`config.mk`:
```
export PLATFORM = sky130hd
export DESIGN_NAME = pipeline_hazard_ctrl
export DESIGN_NICKNAME = d
export VERILOG_FILES = /design/src/rtl/pipe_ctrl_pkg.sv /design/src/rtl/pipeline_hazard_ctrl_perf_counter.sv /design/src/rtl/pipeline_hazard_ctrl.sv
export SDC_FILE = /design/constraint.sdc
export NUM_CORES = 1
export LEC_CHECK = 0
export BUFFER_PORTS_ARGS = -buffer_cell sky130_fd_sc_hd__buf_2
export CORE_MARGIN = 8
export CORE_UTILIZATION = 55
export CTS_CLUSTER_DIAMETER = 60
export DETAILED_ROUTE_END_ITERATION = 10
export PLACE_DENSITY_LB_ADDON = 0.05
export SYNTH_ARGS = -nofsm -noshare
export SYNTH_HDL_FRONTEND = slang
export SYNTH_HIERARCHICAL = 1
export SYNTH_SLANG_ARGS = --single-unit
```
`constraint.sdc`:
```
create_clock -name clk -period 3.15 [get_ports clk]
set_clock_uncertainty 0.15 [all_clocks]
set_input_delay 0.1575 -clock clk [delete_from_list [all_inputs] [get_ports clk]]
set_output_delay 0.1575 -clock clk [all_outputs]
set_load 0.03 [all_outputs]
```
`src/rtl/pipe_ctrl_pkg.sv`:
```
// Shared types for the pipeline hazard controller: run/halt state, counter width
// and the bundle of PC / pipeline-register control strobes.
package pipe_ctrl_pkg;

  localparam int CNT_W_DEFAULT = 32;

  typedef enum logic {
    ST_RUN  = 1'b0,
    ST_HALT = 1'b1
  } state_t;

  typedef struct packed {
    logic pc_en;
    logic pc_redirect;
    logic ifid_en;
    logic ifid_clr;
    logic idex_clr;
  } ctrl_t;

endpackage

```
`src/rtl/pipeline_hazard_ctrl_perf_counter.sv`:
```
// Free-running performance counter with synchronous clear and count enable;
// wraps to zero on overflow.
module perf_counter #(
  parameter int CNT_W = 32
) (
  input  logic             clk,
  input  logic             clr,
  input  logic             en,
  output logic [CNT_W-1:0] count
);

  always_ff @(posedge clk) begin
    if (clr) begin
      count <= '0;
    end else if (en) begin
      count <= count + 1'b1;
    end
  end

endmodule

```
`src/rtl/pipeline_hazard_ctrl.sv`:
```
// Stall/flush/halt sequencer for the 5-stage pipeline, with RUN/HALT state and
// performance counters for prediction-accuracy reporting.
module pipeline_hazard_ctrl
  import pipe_ctrl_pkg::*;
#(
  parameter int CNT_W = CNT_W_DEFAULT
) (
  input  logic             clk,
  input  logic             rst,
  input  logic             go,
  input  logic             bubble,
  input  logic             br_valid_ex,
  input  logic             br_mispredict,
  input  logic             halt_ex,
  output logic             pc_en,
  output logic             pc_redirect,
  output logic             ifid_en,
  output logic             ifid_clr,
  output logic             idex_clr,
  output logic             halted,
  output logic [CNT_W-1:0] cycle_cnt,
  output logic [CNT_W-1:0] stall_cnt,
  output logic [CNT_W-1:0] branch_cnt,
  output logic [CNT_W-1:0] miss_cnt
);

  state_t state;
  ctrl_t  ctrl;
  logic   mis;
  logic   run;
  logic   stall_en;
  logic   branch_en;
  logic   miss_en;

  assign mis = br_valid_ex & br_mispredict;
  assign run = (state == ST_RUN) & ~rst;

  // Priority: reset, halt state, halt_ex, mispredict flush, load-use bubble, normal flow.
  always_comb begin
    ctrl = '0;
    if (rst) begin
      ctrl.ifid_clr = 1'b1;
      ctrl.idex_clr = 1'b1;
    end else if (state == ST_RUN) begin
      if (halt_ex) begin
        ctrl = '0;
      end else if (mis) begin
        ctrl = '1;
      end else if (bubble) begin
        ctrl.idex_clr = 1'b1;
      end else begin
        ctrl.pc_en   = 1'b1;
        ctrl.ifid_en = 1'b1;
      end
    end
  end

  assign pc_en       = ctrl.pc_en;
  assign pc_redirect = ctrl.pc_redirect;
  assign ifid_en     = ctrl.ifid_en;
  assign ifid_clr    = ctrl.ifid_clr;
  assign idex_clr    = ctrl.idex_clr;

  always_ff @(posedge clk) begin
    if (rst) begin
      state  <= ST_RUN;
      halted <= 1'b0;
    end else begin
      case (state)
        ST_RUN: begin
          if (halt_ex) begin
            state  <= ST_HALT;
            halted <= 1'b1;
          end
        end
        ST_HALT: begin
          if (go) begin
            state  <= ST_RUN;
            halted <= 1'b0;
          end
        end
        default: begin
          state  <= ST_RUN;
          halted <= 1'b0;
        end
      endcase
    end
  end

  // A halting instruction suppresses branch accounting and wins over any stall.
  assign stall_en  = run & ~halt_ex & ~mis & bubble;
  assign branch_en = run & ~halt_ex & br_valid_ex;
  assign miss_en   = run & ~halt_ex & mis;

  perf_counter #(.CNT_W(CNT_W)) u_cycle_cnt (
    .clk   (clk),
    .clr   (rst),
    .en    (run),
    .count (cycle_cnt)
  );

  perf_counter #(.CNT_W(CNT_W)) u_stall_cnt (
    .clk   (clk),
    .clr   (rst),
    .en    (stall_en),
    .count (stall_cnt)
  );

  perf_counter #(.CNT_W(CNT_W)) u_branch_cnt (
    .clk   (clk),
    .clr   (rst),
    .en    (branch_en),
    .count (branch_cnt)
  );

  perf_counter #(.CNT_W(CNT_W)) u_miss_cnt (
    .clk   (clk),
    .clr   (rst),
    .en    (miss_en),
    .count (miss_cnt)
  );

endmodule
```
==> impl_metrics.prom, run 1 <==
# TYPE chip_impl_metric gauge
chip_impl_metric{name="initial_drt_markers",unit=""} 430
chip_impl_metric{name="global_router_s_overall_resource_usage",unit=""} 0.206
chip_impl_metric{name="clock_latency",unit="ns"} 0.42
chip_impl_metric{name="drt-pass1-iter-count",unit=""} 4
chip_impl_metric{name="number_of_setup_buffers_added_after_cts",unit=""} 0
chip_impl_metric{name="period_utilisation_layout",unit=""} 0.886
chip_impl_metric{name="finish.instance_area",unit="mm²"} 0.00772
chip_impl_metric{name="io_pins",unit=""} 141
chip_impl_metric{name="worst_endpoint_required_time",unit="ns"} 3.31
chip_impl_metric{name="worst_path_largest_cell_delay",unit="ns"} 0.56
chip_impl_info{name="r2r_end",value="u_stall_cnt/count[28]$_SDFFE_PP0P_"} 1
chip_impl_metric{name="critPathMaxFanout",unit=""} 9
chip_impl_info{name="cells_along_the_critical_path",value="dlygate4sd3_1, buf_2, nor3_2, and3_1, and4_1, nand4_1, nor3_1, mux2_2"} 1
chip_impl_metric{name="combined_area_of_all_synthesized_cells",unit="mm²"} 0.00641
chip_impl_metric{name="cts-root-to-sink-buffers",unit=""} 2
chip_impl_metric{name="port_buffers",unit=""} 140
chip_impl_metric{name="relSlewSlack",unit=""} 0.384
chip_impl_metric{name="first_pass_grt_wire_length",unit="mm"} 25.6
chip_impl_metric{name="setup_violations",unit=""} 0
chip_impl_metric{name="synth.lib_cells_used.distinct",unit=""} 41
chip_impl_metric{name="worstSetupPathDepth",unit=""} 8
chip_impl_metric{name="drc_errors",unit=""} 0
chip_impl_metric{name="avgViaCountPerCell",unit=""} 5.65
chip_impl_metric{name="vias_after_detailed_routing",unit=""} 5781
chip_impl_metric{name="rrSetupSlack",unit="ns"} 0.41
chip_impl_metric{name="gpl.final_weighted_congestion",unit=""} 0.823
chip_impl_metric{name="critPathBufInv",unit=""} 2
chip_impl_metric{name="instance_count_of_the_mapped_netlist",unit=""} 743
chip_impl_metric{name="worst_reg2reg_path_length_in_cells",unit=""} 6
chip_impl_info{name="rsz_0062_raised_after_global_routing",value="false"} 1
chip_impl_info{name="critical_path.endpoint_type",value="flop"} 1
chip_impl_info{name="crit_path_launch",value="halt_ex"} 1
chip_impl_metric{name="antenna_left",unit=""} 0
chip_impl_metric{name="fp.dieArea",unit="mm²"} 0.0154
chip_impl_metric{name="ys_seq_area_frac",unit=""} 0.406
chip_impl_metric{name="grt-ovfl-total",unit=""} 0
chip_impl_metric{name="max_slew_violation_count",unit=""} 0
chip_impl_info{name="cts-root-buf",value="sky130_fd_sc_hd__clkbuf_16"} 1
chip_impl_metric{name="setup_tns",unit="ns"} 0
chip_impl_metric{name="achievable-frequency",unit="MHz"} 358
chip_impl_info{name="start_kind",value="input port"} 1
chip_impl_metric{name="p_per_area",unit="mW/mm²"} 474
chip_impl_metric{name="layout_cell_share_with_drive_strength_beyond_1",unit=""} 0.265
chip_impl_metric{name="rows",unit=""} 39
chip_impl_metric{name="final.hold.worst_slack",unit="ns"} 0.114
chip_impl_metric{name="post_detailed_placement_cell_area",unit="mm²"} 0.00712
chip_impl_metric{name="dpl.hpwl",unit="mm"} 11.2
chip_impl_metric{name="drt-total-wl",unit="mm"} 15.9
chip_impl_metric{name="timing.critical_path.arrival",unit="ns"} 2.95
chip_impl_metric{name="cts.reportedPaths.clkPinSlew",unit="ns"} 0.05
chip_impl_metric{name="cts_resized",unit=""} 0
chip_impl_info{name="min-delay-path-class",value="in2reg"} 1
chip_impl_metric{name="timing.final.crit_period",unit="ns"} 2.79
chip_impl_metric{name="power.ir.vdd_worst",unit="mV"} 0.466
chip_impl_metric{name="clock_sink_count",unit=""} 130
chip_impl_metric{name="max_cap_viol_count",unit=""} 0
chip_impl_metric{name="die_height",unit="µm"} 124
chip_impl_metric{name="cts-buffers-inserted",unit=""} 17
chip_impl_metric{name="ctsHtreeMaxLevel",unit=""} 4
chip_impl_info{name="status",value="finished clean"} 1
chip_impl_info{name="critPathCapture",value="u_stall_cnt/count[28]$_SDFFE_PP0P_"} 1
chip_impl_metric{name="area.growth.synth_to_final",unit="%"} 20.4
chip_impl_metric{name="report.final.hold_viol_count",unit=""} 0
chip_impl_metric{name="first_global_vias",unit=""} 5376
chip_impl_metric{name="timing_worst_slew_pin_value",unit="ns"} 0.924
chip_impl_info{name="path_class",value="in2reg"} 1
chip_impl_metric{name="post_drt_wl_per_cell",unit="µm"} 15.5
chip_impl_metric{name="synth-seq-cells",unit=""} 130
chip_impl_metric{name="number_of_synthesized_flops_with_an_enable_pin",unit=""} 0
chip_impl_info{name="synthFlopType",value="sky130_fd_sc_hd__dfxtp_1"} 1
chip_impl_info{name="worstReg2RegStart",value="state$_SDFF_PP0_"} 1
chip_impl_metric{name="num-nets-final",unit=""} 878
chip_impl_metric{name="yosys_warnings",unit=""} 6
chip_impl_metric{name="core_area",unit="mm²"} 0.0114
chip_impl_metric{name="finalCoreUtilization",unit=""} 0.676
chip_impl_info{name="most_frequent_cells_in_the_layout",value="sky130_fd_sc_hd__buf_2 (139), sky130_fd_sc_hd__dfxtp_1 (130), sky130_fd_sc_hd__nor2_1 (107)"} 1
chip_impl_metric{name="antenna_found_initial",unit=""} 0
chip_impl_info{name="cpLargestDelayFamily",value="simple AND/OR/NAND/NOR gates"} 1
chip_impl_metric{name="diodes",unit=""} 0
chip_impl_metric{name="synth_fp_nets",unit=""} 754
chip_impl_info{name="layout.cells.most_common",value="sky130_fd_sc_hd__buf_2"} 1
chip_impl_metric{name="synthesis.area_per_instance",unit="µm²"} 8.63
chip_impl_metric{name="start_util",unit=""} 0.561
chip_impl_metric{name="synthArstFlopShare",unit=""} 0
chip_impl_info{name="slowest_cell_on_the_critical_path",value="sky130_fd_sc_hd__dlygate4sd3_1"} 1
chip_impl_metric{name="die_width",unit="µm"} 124
chip_impl_metric{name="p_leak",unit="nW"} 3.26
chip_impl_metric{name="grt_max_degree",unit=""} 97
chip_impl_info{name="cts_tree",value="built"} 1
==> how the worst min path moves through the flow <==
stage	startpoint	endpoint	slack, ns	cells after the start
after floorplan	rst	halted$_SDFFE_PP0P_	0.08	1
after global placement	go	state$_SDFF_PP0_	0.24	2
after detailed placement	go	state$_SDFF_PP0_	0.25	2
after CTS	rst	u_cycle_cnt/count[1]$_SDFFE_PP0P_	0.10	5
after global routing	rst	u_cycle_cnt/count[1]$_SDFFE_PP0P_	0.13	5
final	rst	u_cycle_cnt/count[1]$_SDFFE_PP0P_	0.11	5
==> power by group <==
group          switching (mW)  internal, mW
Clock                   0.694          1.19
Sequential            0.00798          1.65
Combinational          0.0827        0.0341
==> routing by layer <==
layer / share of wire / global-route usage / vias to the layer above
li1: - / - / 2875
met1: 0.45 / 0.263 / 2734
met2: 0.46 / 0.319 / 143
met3: 0.062 / 0.0530 / 29
met4: 0.023 / 0.100 / 0
met5: 0 / 0 / -
==> metrics by stage <==
step           cells  setup slack [ns]  total power [mW]
2_1_floorplan    743             0.858              1.77
3_3_place_gp     989             0.567              1.81
3_5_place_dp     989             0.451              1.81
4_1_cts         1023             0.409              3.70
5_1_grt         1023             0.176              3.77
6_report        1023             0.360              3.66
==> Yosys cell counts (4+ instances only) <==
master | n | area [µm²]
sky130_fd_sc_hd__a21oi_1 | 29 | 145
sky130_fd_sc_hd__and2_1 | 4 | 25.0
sky130_fd_sc_hd__and3_1 | 11 | 68.8
sky130_fd_sc_hd__and3_2 | 4 | 30.0
sky130_fd_sc_hd__and4_1 | 12 | 105
sky130_fd_sc_hd__buf_2 | 8 | 40.0
sky130_fd_sc_hd__buf_6 | 4 | 45.0
sky130_fd_sc_hd__clkbuf_1 | 28 | 105
sky130_fd_sc_hd__dfxtp_1 | 130 | 2600
sky130_fd_sc_hd__ha_1 | 4 | 50.1
sky130_fd_sc_hd__inv_1 | 16 | 60.1
sky130_fd_sc_hd__mux2_1 | 8 | 90.1
sky130_fd_sc_hd__mux2_2 | 36 | 405
sky130_fd_sc_hd__mux2i_1 | 4 | 40.0
sky130_fd_sc_hd__nand2_1 | 37 | 139
sky130_fd_sc_hd__nand3_1 | 36 | 180
sky130_fd_sc_hd__nand4_1 | 40 | 250
sky130_fd_sc_hd__nand4_2 | 4 | 50.1
sky130_fd_sc_hd__nor2_1 | 107 | 402
sky130_fd_sc_hd__nor2b_1 | 40 | 250
sky130_fd_sc_hd__nor3_1 | 40 | 200
sky130_fd_sc_hd__nor3b_1 | 4 | 30.0
sky130_fd_sc_hd__nor4_1 | 8 | 50.1
sky130_fd_sc_hd__nor4_4 | 4 | 85.1
sky130_fd_sc_hd__o21ai_0 | 16 | 80.1
sky130_fd_sc_hd__o31ai_1 | 12 | 90.1
sky130_fd_sc_hd__or2_2 | 4 | 25.0
sky130_fd_sc_hd__or3_1 | 16 | 100
sky130_fd_sc_hd__or4_1 | 12 | 90.1
sky130_fd_sc_hd__or4_4 | 4 | 45.0
sky130_fd_sc_hd__xnor2_1 | 16 | 140
sky130_fd_sc_hd__xor2_1 | 36 | 315
==> registers in the layout, summed over array words and instances (netlist names) <==
register	count
u_cycle_cnt/count	32
u_stall_cnt/count	32
u_branch_cnt/count	32
halted	1
u_miss_cnt/count	32
state	1
==> what timing repair did <==
| action | CTS | global route |
|---|---|---|
| hold buffers | 2 | 0 |
| endpoints found under the setup margin | 0 | 0 |
| hold endpoints to repair | 2 | 0 |
==> layout make-up <==
cell class	count	area [µm²]
Tap cell	143	179
Clock buffer	29	561
Multi-Input combinational cell	556	3550
Timing Repair Buffer	146	753
Clock inverter	3	15.0
Fill cell	980	3700
Sequential cell	130	2600
Inverter	16	60.1
==> kinds of logic (layout without fill, tap and decap cells) <==
family | after synthesis | count (layout) | synth area share
AOI/OAI and AO/OA | 62 | 62 | 0.0558
xor gates and xnor gates | 52 | 52 | 0.0711
adders and majority gates | 4 | 4 | 0.00781
buffers and inverters | 57 | 194 | 0.0402
DFF | 130 | 130 | 0.406
muxes | 48 | 48 | 0.0836
and+or+nand+nor | 390 | 390 | 0.335
==> worst min-delay path, stage by stage <==
cell,delay [ns]
sky130_fd_sc_hd__buf_4,0.11
sky130_fd_sc_hd__nor2_1,0.04
sky130_fd_sc_hd__buf_4,0.15
sky130_fd_sc_hd__mux2i_1,0.12
sky130_fd_sc_hd__nor2_1,0.07
No activity file was read; power rests on OpenSTA's default activity.
==> run 2, diff against run 1 <==
--- a/config.mk
+++ b/config.mk
@@ -5,12 +5,14 @@
 export SDC_FILE = /design/constraint.sdc
 export NUM_CORES = 1
 export LEC_CHECK = 0
-export BUFFER_PORTS_ARGS = -buffer_cell sky130_fd_sc_hd__buf_2
+export ABC_CLOCK_PERIOD_IN_PS = 3150
 export CORE_MARGIN = 8
-export CORE_UTILIZATION = 55
+export CORE_UTILIZATION = 60
 export CTS_CLUSTER_DIAMETER = 60
 export DETAILED_ROUTE_END_ITERATION = 10
+export DONT_BUFFER_PORTS = 1
 export PLACE_DENSITY_LB_ADDON = 0.05
+export REMOVE_ABC_BUFFERS = 1
 export SYNTH_ARGS = -nofsm -noshare
 export SYNTH_HDL_FRONTEND = slang
 export SYNTH_HIERARCHICAL = 1
==> impl_metrics.prom, run 2 (synthesis gave the netlist of run 1 again) <==
# TYPE chip_impl_metric gauge
chip_impl_info{name="worstReg2RegStart",value="state$_SDFF_PP0_"} 1
chip_impl_info{name="cts_tree",value="built"} 1
chip_impl_metric{name="drt-total-wl",unit="mm"} 15.8
chip_impl_metric{name="worst_endpoint_required_time",unit="ns"} 3.46
chip_impl_info{name="most_frequent_cells_in_the_layout",value="sky130_fd_sc_hd__dfxtp_1 (130), sky130_fd_sc_hd__nor2_1 (107), sky130_fd_sc_hd__nand4_1 (40), sky130_fd_sc_hd__nor2b_1 (40), sky130_fd_sc_hd__nor3_1 (40)"} 1
chip_impl_metric{name="start_util",unit=""} 0.618
chip_impl_metric{name="critPathMaxFanout",unit=""} 9
chip_impl_metric{name="die_height",unit="µm"} 119
chip_impl_metric{name="drt-pass1-iter-count",unit=""} 4
chip_impl_metric{name="gpl.final_weighted_congestion",unit=""} 0.822
chip_impl_metric{name="area.growth.synth_to_final",unit="%"} 14.4
chip_impl_metric{name="p_leak",unit="nW"} 2.69
chip_impl_metric{name="avgViaCountPerCell",unit=""} 5.93
chip_impl_metric{name="antenna_found_initial",unit=""} 0
chip_impl_metric{name="grt-ovfl-total",unit=""} 0
chip_impl_metric{name="timing_worst_slew_pin_value",unit="ns"} 0.835
chip_impl_info{name="status",value="finished clean"} 1
chip_impl_metric{name="rows",unit=""} 37
chip_impl_metric{name="setup_tns",unit="ns"} 0
chip_impl_info{name="min_delay_worst_endpoint",value="u_stall_cnt/count[1]$_SDFFE_PP0P_"} 1
chip_impl_metric{name="achievable-frequency",unit="MHz"} 340
chip_impl_metric{name="final.hold.worst_slack",unit="ns"} 0.0735
chip_impl_metric{name="timing.final.crit_period",unit="ns"} 2.94
chip_impl_info{name="min-delay-start",value="br_mispredict"} 1
chip_impl_metric{name="die_width",unit="µm"} 119
chip_impl_info{name="r2r_end",value="u_miss_cnt/count[16]$_SDFFE_PP0P_"} 1
chip_impl_metric{name="setup_violations",unit=""} 0
chip_impl_metric{name="core_area",unit="mm²"} 0.0104
chip_impl_info{name="min-delay-path-class",value="in2reg"} 1
chip_impl_metric{name="clock_latency",unit="ns"} 0.52
chip_impl_metric{name="power.ir.vdd_worst",unit="mV"} 0.267
chip_impl_metric{name="fp.dieArea",unit="mm²"} 0.0142
chip_impl_metric{name="rrSetupSlack",unit="ns"} 0.21
chip_impl_metric{name="max_cap_viol_count",unit=""} 0
chip_impl_metric{name="p_per_area",unit="mW/mm²"} 493
chip_impl_metric{name="cts-root-to-sink-buffers",unit=""} 2
chip_impl_metric{name="drc_errors",unit=""} 0
chip_impl_info{name="rsz_0062_raised_after_global_routing",value="false"} 1
chip_impl_info{name="critical_path.endpoint_type",value="flop"} 1
chip_impl_metric{name="relSlewSlack",unit=""} 0.441
chip_impl_metric{name="grt_max_degree",unit=""} 164
chip_impl_metric{name="post_drt_wl_per_cell",unit="µm"} 17.3
chip_impl_metric{name="io_pins",unit=""} 141
chip_impl_metric{name="cts-buffers-inserted",unit=""} 17
chip_impl_info{name="start_kind",value="flop"} 1
chip_impl_metric{name="worst_reg2reg_path_length_in_cells",unit=""} 7
chip_impl_metric{name="clock_sink_count",unit=""} 130
chip_impl_metric{name="ctsHtreeMaxLevel",unit=""} 4
chip_impl_metric{name="dpl.hpwl",unit="mm"} 10.5
chip_impl_metric{name="timing.critical_path.arrival",unit="ns"} 3.26
chip_impl_metric{name="diodes",unit=""} 0
chip_impl_metric{name="cts.reportedPaths.clkPinSlew",unit="ns"} 0.06
chip_impl_metric{name="total_power",unit="mW"} 3.61
chip_impl_metric{name="port_buffers",unit=""} 0
chip_impl_metric{name="layout_cell_share_with_drive_strength_beyond_1",unit=""} 0.142
chip_impl_metric{name="max_slew_violation_count",unit=""} 0
chip_impl_info{name="path_class",value="reg2reg"} 1
chip_impl_info{name="cts-root-buf",value="sky130_fd_sc_hd__clkbuf_8"} 1
chip_impl_metric{name="first_global_vias",unit=""} 5032
chip_impl_metric{name="initial_drt_markers",unit=""} 384
chip_impl_metric{name="num-nets-final",unit=""} 775
chip_impl_metric{name="antenna_left",unit=""} 0
chip_impl_metric{name="vias_after_detailed_routing",unit=""} 5403
chip_impl_info{name="layout.cells.most_common",value="sky130_fd_sc_hd__dfxtp_1"} 1
chip_impl_metric{name="period_utilisation_layout",unit=""} 0.934
chip_impl_metric{name="hold_depth",unit=""} 4
chip_impl_metric{name="global_router_s_overall_resource_usage",unit=""} 0.215
chip_impl_metric{name="report.final.hold_viol_count",unit=""} 0
chip_impl_metric{name="first_pass_grt_wire_length",unit="mm"} 25.4
[run 2: changes by cell type in the layout (fill, tap and decap cells not counted), moves of 2 or more]
cell | previous run | this run
sky130_fd_sc_hd__dlygate4sd3_1 | 2 | 20
sky130_fd_sc_hd__buf_2 | 139 | 0
sky130_fd_sc_hd__buf_4 | 5 | 22
sky130_fd_sc_hd__bufinv_16 | 0 | 2
sky130_fd_sc_hd__clkbuf_8 | 9 | 4
[run 2: where the power goes]
part | total (mW) | internal [mW] | switching (mW) | leakage [nW]
clock | 1.85 | 1.17 | 0.671 | 0.275
sequential | 1.67 | 1.65 | 0.0204 | 1.05
combinational | 0.0952 | 0.0308 | 0.0644 | 1.37
[run 2: final cells by class]
| class | instances | area (µm²) |
|---|---|---|
| well taps | 136 | 170 |
| fillers | 833 | 3040 |
| clock buffers | 24 | 470 |
| clock inverters | 6 | 80.1 |
| multi-input cells | 556 | 3550 |
| repair buffers | 43 | 393 |
| inverters | 16 | 60.1 |
| flip-flops and latches | 130 | 2600 |
[run 2: per-stage QoR]
step	area, µm²	setup WS [ns]	instances	util
6_report	7330	0.209	911	0.707
3_5_place_dp	6500	0.445	854	0.627
3_3_place_gp	6500	0.571	854	0.627
5_1_grt	7330	0.00631	911	0.707
2_1_floorplan	6210	0.828	702	-
4_1_cts	7280	0.0588	905	0.702
[run 2: critical path, cell delays in order (launching register included)]
cell and delay, ns:
sky130_fd_sc_hd__dfxtp_1 0.35, sky130_fd_sc_hd__nor3_2 0.26, sky130_fd_sc_hd__and3_1 0.31, sky130_fd_sc_hd__and4_1 0.39, sky130_fd_sc_hd__nand3_1 0.24, sky130_fd_sc_hd__or4_1 0.46, sky130_fd_sc_hd__a21oi_1 0.15, sky130_fd_sc_hd__dlygate4sd3_1 0.56
[run 2: how the worst max path moves through the flow]
stage	startpoint	endpoint	slack (ns)
2_1_floorplan	state$_SDFF_PP0_	u_miss_cnt/count[27]$_SDFFE_PP0P_	0.83
3_3_place_gp	state$_SDFF_PP0_	u_miss_cnt/count[27]$_SDFFE_PP0P_	0.57
3_5_place_dp	state$_SDFF_PP0_	u_miss_cnt/count[28]$_SDFFE_PP0P_	0.44
4_1_cts	rst	u_cycle_cnt/count[23]$_SDFFE_PP0P_	0.06
5_1_grt	rst	u_cycle_cnt/count[23]$_SDFFE_PP0P_	0.006
6_report	state$_SDFF_PP0_	u_miss_cnt/count[16]$_SDFFE_PP0P_	0.21
[run 2: layer usage]
| metal | up-vias | share of wire | wire (µm) | track usage |
|---|---|---|---|---|
| li1 | 2676 | - | - | - |
| met1 | 2554 | 0.40 | 6310 | 0.234 |
| met2 | 145 | 0.47 | 7480 | 0.347 |
| met3 | 28 | 0.10 | 1580 | 0.111 |
| met4 | 0 | 0.024 | 384 | 0.0929 |
| met5 | - | 0 | 0 | 0 |
[run 2: what timing repair did]
item	CTS	global route
endpoints found under the setup margin	0	4
hold buffers	21	0
resized for setup	0	1
setup buffers	0	6
hold endpoints to repair	130	0
==> run 3, diff against run 2 <==
--- a/config.mk
+++ b/config.mk
@@ -12,6 +12,7 @@
 export DETAILED_ROUTE_END_ITERATION = 10
 export DONT_BUFFER_PORTS = 1
 export PLACE_DENSITY_LB_ADDON = 0.05
+export RECOVER_POWER = 50
 export REMOVE_ABC_BUFFERS = 1
 export SYNTH_ARGS = -nofsm -noshare
 export SYNTH_HDL_FRONTEND = slang
==> constraint.sdc (replaced) <==
create_clock -name clk -period 3.15 [get_ports clk]
set_clock_uncertainty 0.15 [all_clocks]
set_input_delay 0.1575 -clock clk [delete_from_list [all_inputs] [get_ports clk]]
set_output_delay 0.1575 -clock clk [all_outputs]
set_load 0.1 [all_outputs]
==> impl_metrics.prom, run 3 (synthesis gave the netlist of run 1 again) <==
# TYPE chip_impl_metric gauge
chip_impl_info{name="status",value="finished clean"} 1
chip_impl_metric{name="timing.critical_path.arrival",unit="ns"} 3.40
chip_impl_info{name="cts-root-buf",value="sky130_fd_sc_hd__clkbuf_8"} 1
chip_impl_metric{name="worst_reg2reg_path_length_in_cells",unit=""} 7
chip_impl_metric{name="register_area",unit="mm²"} 0.00260
chip_impl_metric{name="post_detailed_placement_cell_area",unit="mm²"} 0.00740
chip_impl_metric{name="clock_sink_count",unit=""} 130
chip_impl_metric{name="drc_errors",unit=""} 0
chip_impl_metric{name="finish.instance_area",unit="mm²"} 0.00788
chip_impl_metric{name="worst_endpoint_required_time",unit="ns"} 3.46
chip_impl_metric{name="rows",unit=""} 37
chip_impl_info{name="slowest_cell_on_the_critical_path",value="sky130_fd_sc_hd__dlygate4sd3_1"} 1
chip_impl_metric{name="finalNonFillerCells",unit=""} 1028
chip_impl_info{name="layout.cells.most_common",value="sky130_fd_sc_hd__dfxtp_1"} 1
chip_impl_metric{name="antenna_left",unit=""} 0
chip_impl_metric{name="num-fill-cells",unit=""} 810
chip_impl_info{name="min-delay-path-class",value="in2reg"} 1
chip_impl_metric{name="report.final.hold_viol_count",unit=""} 0
chip_impl_metric{name="cts-buffers-inserted",unit=""} 17
chip_impl_metric{name="power_report.internal_total",unit="mW"} 3.01
chip_impl_metric{name="area.growth.synth_to_final",unit="%"} 22.9
chip_impl_metric{name="hold_depth",unit=""} 4
chip_impl_metric{name="first_global_vias",unit=""} 5762
chip_impl_metric{name="grt_max_degree",unit=""} 164
chip_impl_info{name="timing.critical_path.mode_cell",value="sky130_fd_sc_hd__dlygate4sd3_1"} 1
chip_impl_metric{name="die_height",unit="µm"} 119
chip_impl_metric{name="global_router_s_overall_resource_usage",unit=""} 0.239
chip_impl_metric{name="power.sequential.fraction",unit=""} 0.427
chip_impl_metric{name="gpl.final_weighted_congestion",unit=""} 0.833
chip_impl_metric{name="start_util",unit=""} 0.618
chip_impl_metric{name="cts-root-to-sink-buffers",unit=""} 2
chip_impl_metric{name="clock_latency",unit="ns"} 0.52
chip_impl_metric{name="die_width",unit="µm"} 119
chip_impl_metric{name="p_switching",unit="µW"} 871
chip_impl_metric{name="drt-total-wl",unit="mm"} 17.6
chip_impl_metric{name="multi_input_comb_area",unit="mm²"} 0.00357
chip_impl_metric{name="power.ir.vdd_worst",unit="mV"} 0.369
chip_impl_metric{name="setup_violations",unit=""} 0
chip_impl_metric{name="core_area",unit="mm²"} 0.0104
chip_impl_metric{name="port_buffers",unit=""} 0
chip_impl_metric{name="p_leak",unit="nW"} 2.88
chip_impl_metric{name="first_pass_grt_wire_length",unit="mm"} 28.3
chip_impl_info{name="min-delay-start",value="halt_ex"} 1
chip_impl_metric{name="initial_drt_markers",unit=""} 405
chip_impl_metric{name="fp.dieArea",unit="mm²"} 0.0142
chip_impl_metric{name="combPwrFrac",unit=""} 0.043
chip_impl_metric{name="worst_path_largest_cell_delay",unit="ns"} 0.61
chip_impl_metric{name="ctsHtreeMaxLevel",unit=""} 4
chip_impl_metric{name="timing_worst_slew_pin_value",unit="ns"} 1.43
chip_impl_metric{name="timing.final.crit_period",unit="ns"} 3.09
chip_impl_info{name="start_kind",value="input port"} 1
chip_impl_metric{name="relSlewSlack",unit=""} 0.0466
chip_impl_metric{name="p_per_area",unit="mW/mm²"} 493
chip_impl_info{name="cells_along_the_critical_path",value="dlygate4sd3_1, buf_16, nor2_1, buf_4, and4_1, nand4_1, or4_1, a21oi_1, dlygate4sd3_1"} 1
chip_impl_metric{name="vias_after_detailed_routing",unit=""} 5975
chip_impl_metric{name="max_cap_viol_count",unit=""} 0
chip_impl_metric{name="critPathMaxFanout",unit=""} 163
chip_impl_metric{name="io_pins",unit=""} 141
chip_impl_info{name="crit_path_launch",value="rst"} 1
chip_impl_info{name="critical_path.endpoint_type",value="flop"} 1
chip_impl_info{name="cts_tree",value="built"} 1
chip_impl_metric{name="avgViaCountPerCell",unit=""} 5.81
chip_impl_metric{name="cts.reportedPaths.clkPinSlew",unit="ns"} 0.06
chip_impl_metric{name="layout_cell_share_with_drive_strength_beyond_1",unit=""} 0.140
chip_impl_metric{name="num-nets-final",unit=""} 890
chip_impl_metric{name="dpl.hpwl",unit="mm"} 11.7
chip_impl_metric{name="max_slew_violation_count",unit=""} 0
chip_impl_metric{name="achievable-frequency",unit="MHz"} 324
chip_impl_metric{name="drt-pass1-iter-count",unit=""} 6
chip_impl_info{name="most_frequent_cells_in_the_layout",value="sky130_fd_sc_hd__dfxtp_1 (130), sky130_fd_sc_hd__clkbuf_1 (108), sky130_fd_sc_hd__nor2_1 (107)"} 1
chip_impl_info{name="path_class",value="in2reg"} 1
chip_impl_metric{name="antenna_found_initial",unit=""} 0
chip_impl_metric{name="diodes",unit=""} 0
chip_impl_metric{name="grt-ovfl-total",unit=""} 0
chip_impl_metric{name="placed_cells",unit=""} 971
chip_impl_metric{name="sw_frac_of_total",unit=""} 0.224
chip_impl_metric{name="post_drt_wl_per_cell",unit="µm"} 17.1
chip_impl_info{name="worstReg2RegStart",value="state$_SDFF_PP0_"} 1
chip_impl_metric{name="final.hold.worst_slack",unit="ns"} 0.0214
chip_impl_metric{name="period_utilisation_layout",unit=""} 0.981
chip_impl_metric{name="power_frac_clock",unit=""} 0.530
-- run 3: path summary, 6_finish.rpt --
check                                                           to  slack (ns)
worst min register to register  u_stall_cnt/count[16]$_SDFFE_PP0P_        0.39
worst min-delay path            u_branch_cnt/count[1]$_SDFFE_PP0P_        0.02
worst max-delay path            u_cycle_cnt/count[22]$_SDFFE_PP0P_        0.06
worst max register to register   u_miss_cnt/count[20]$_SDFFE_PP0P_        0.14
-- run 3: critical path: cells and delay by family --
| family | cells | cell delay [ns] |
|---|---|---|
| AND/OR/NAND/NOR | 4 | 1.28 |
| AO/OA/AOI/OAI | 1 | 0.18 |
| buffers and inverters | 4 | 1.67 |
-- run 3: area by class of cell --
cell class / count / share of cell area
clock buffer: 19 / 0.0561
clock inverter: 13 / 0.0234
inverter: 16 / 0.00763
multi-input combinational: 556 / 0.453
sequential: 130 / 0.330
tap: 136 / 0.0216
timing repair buffer: 158 / 0.108
-- run 3: repair_timing --
item | 4_1_cts | 5_1_grt
endpoints found under the hold margin | 130 | 0
setup endpoints to repair | 0 | 6
hold buffers | 21 | 0
gates resized for setup | 0 | 1
setup buffers | 0 | 4
-- run 3: per-stage QoR --
stage               power [mW]  worst slack (ns)  TNS [ns]  utilization
floorplan                 1.80            -0.585     -1.17            -
global placement          1.82             0.530         0        0.713
detailed placement        1.82             0.454         0        0.713
CTS                       3.91            0.0729         0        0.796
global route              4.01          -0.00906  -0.00906        0.760
finish                    3.88            0.0596         0        0.760
-- run 3: metal layers --
layer / global-route usage / vias to the layer above / routed length (µm) / part of all wire
li1: - / 2917 / - / -
met1: 0.254 / 2815 / 6700 / 0.38
met2: 0.415 / 212 / 8750 / 0.50
met3: 0.102 / 31 / 1760 / 0.10
met4: 0.0882 / 0 / 381 / 0.022
met5: 0 / - / 0 / 0
-- run 3: power groups by stage --
stage	clock [mW]	sequential, mW	combinational (mW)
after floorplan	0	1.73	0.0616
after global placement	0	1.69	0.126
after detailed placement	0	1.69	0.129
after CTS	2.08	1.66	0.173
after global routing	2.17	1.66	0.180
final	2.06	1.66	0.168
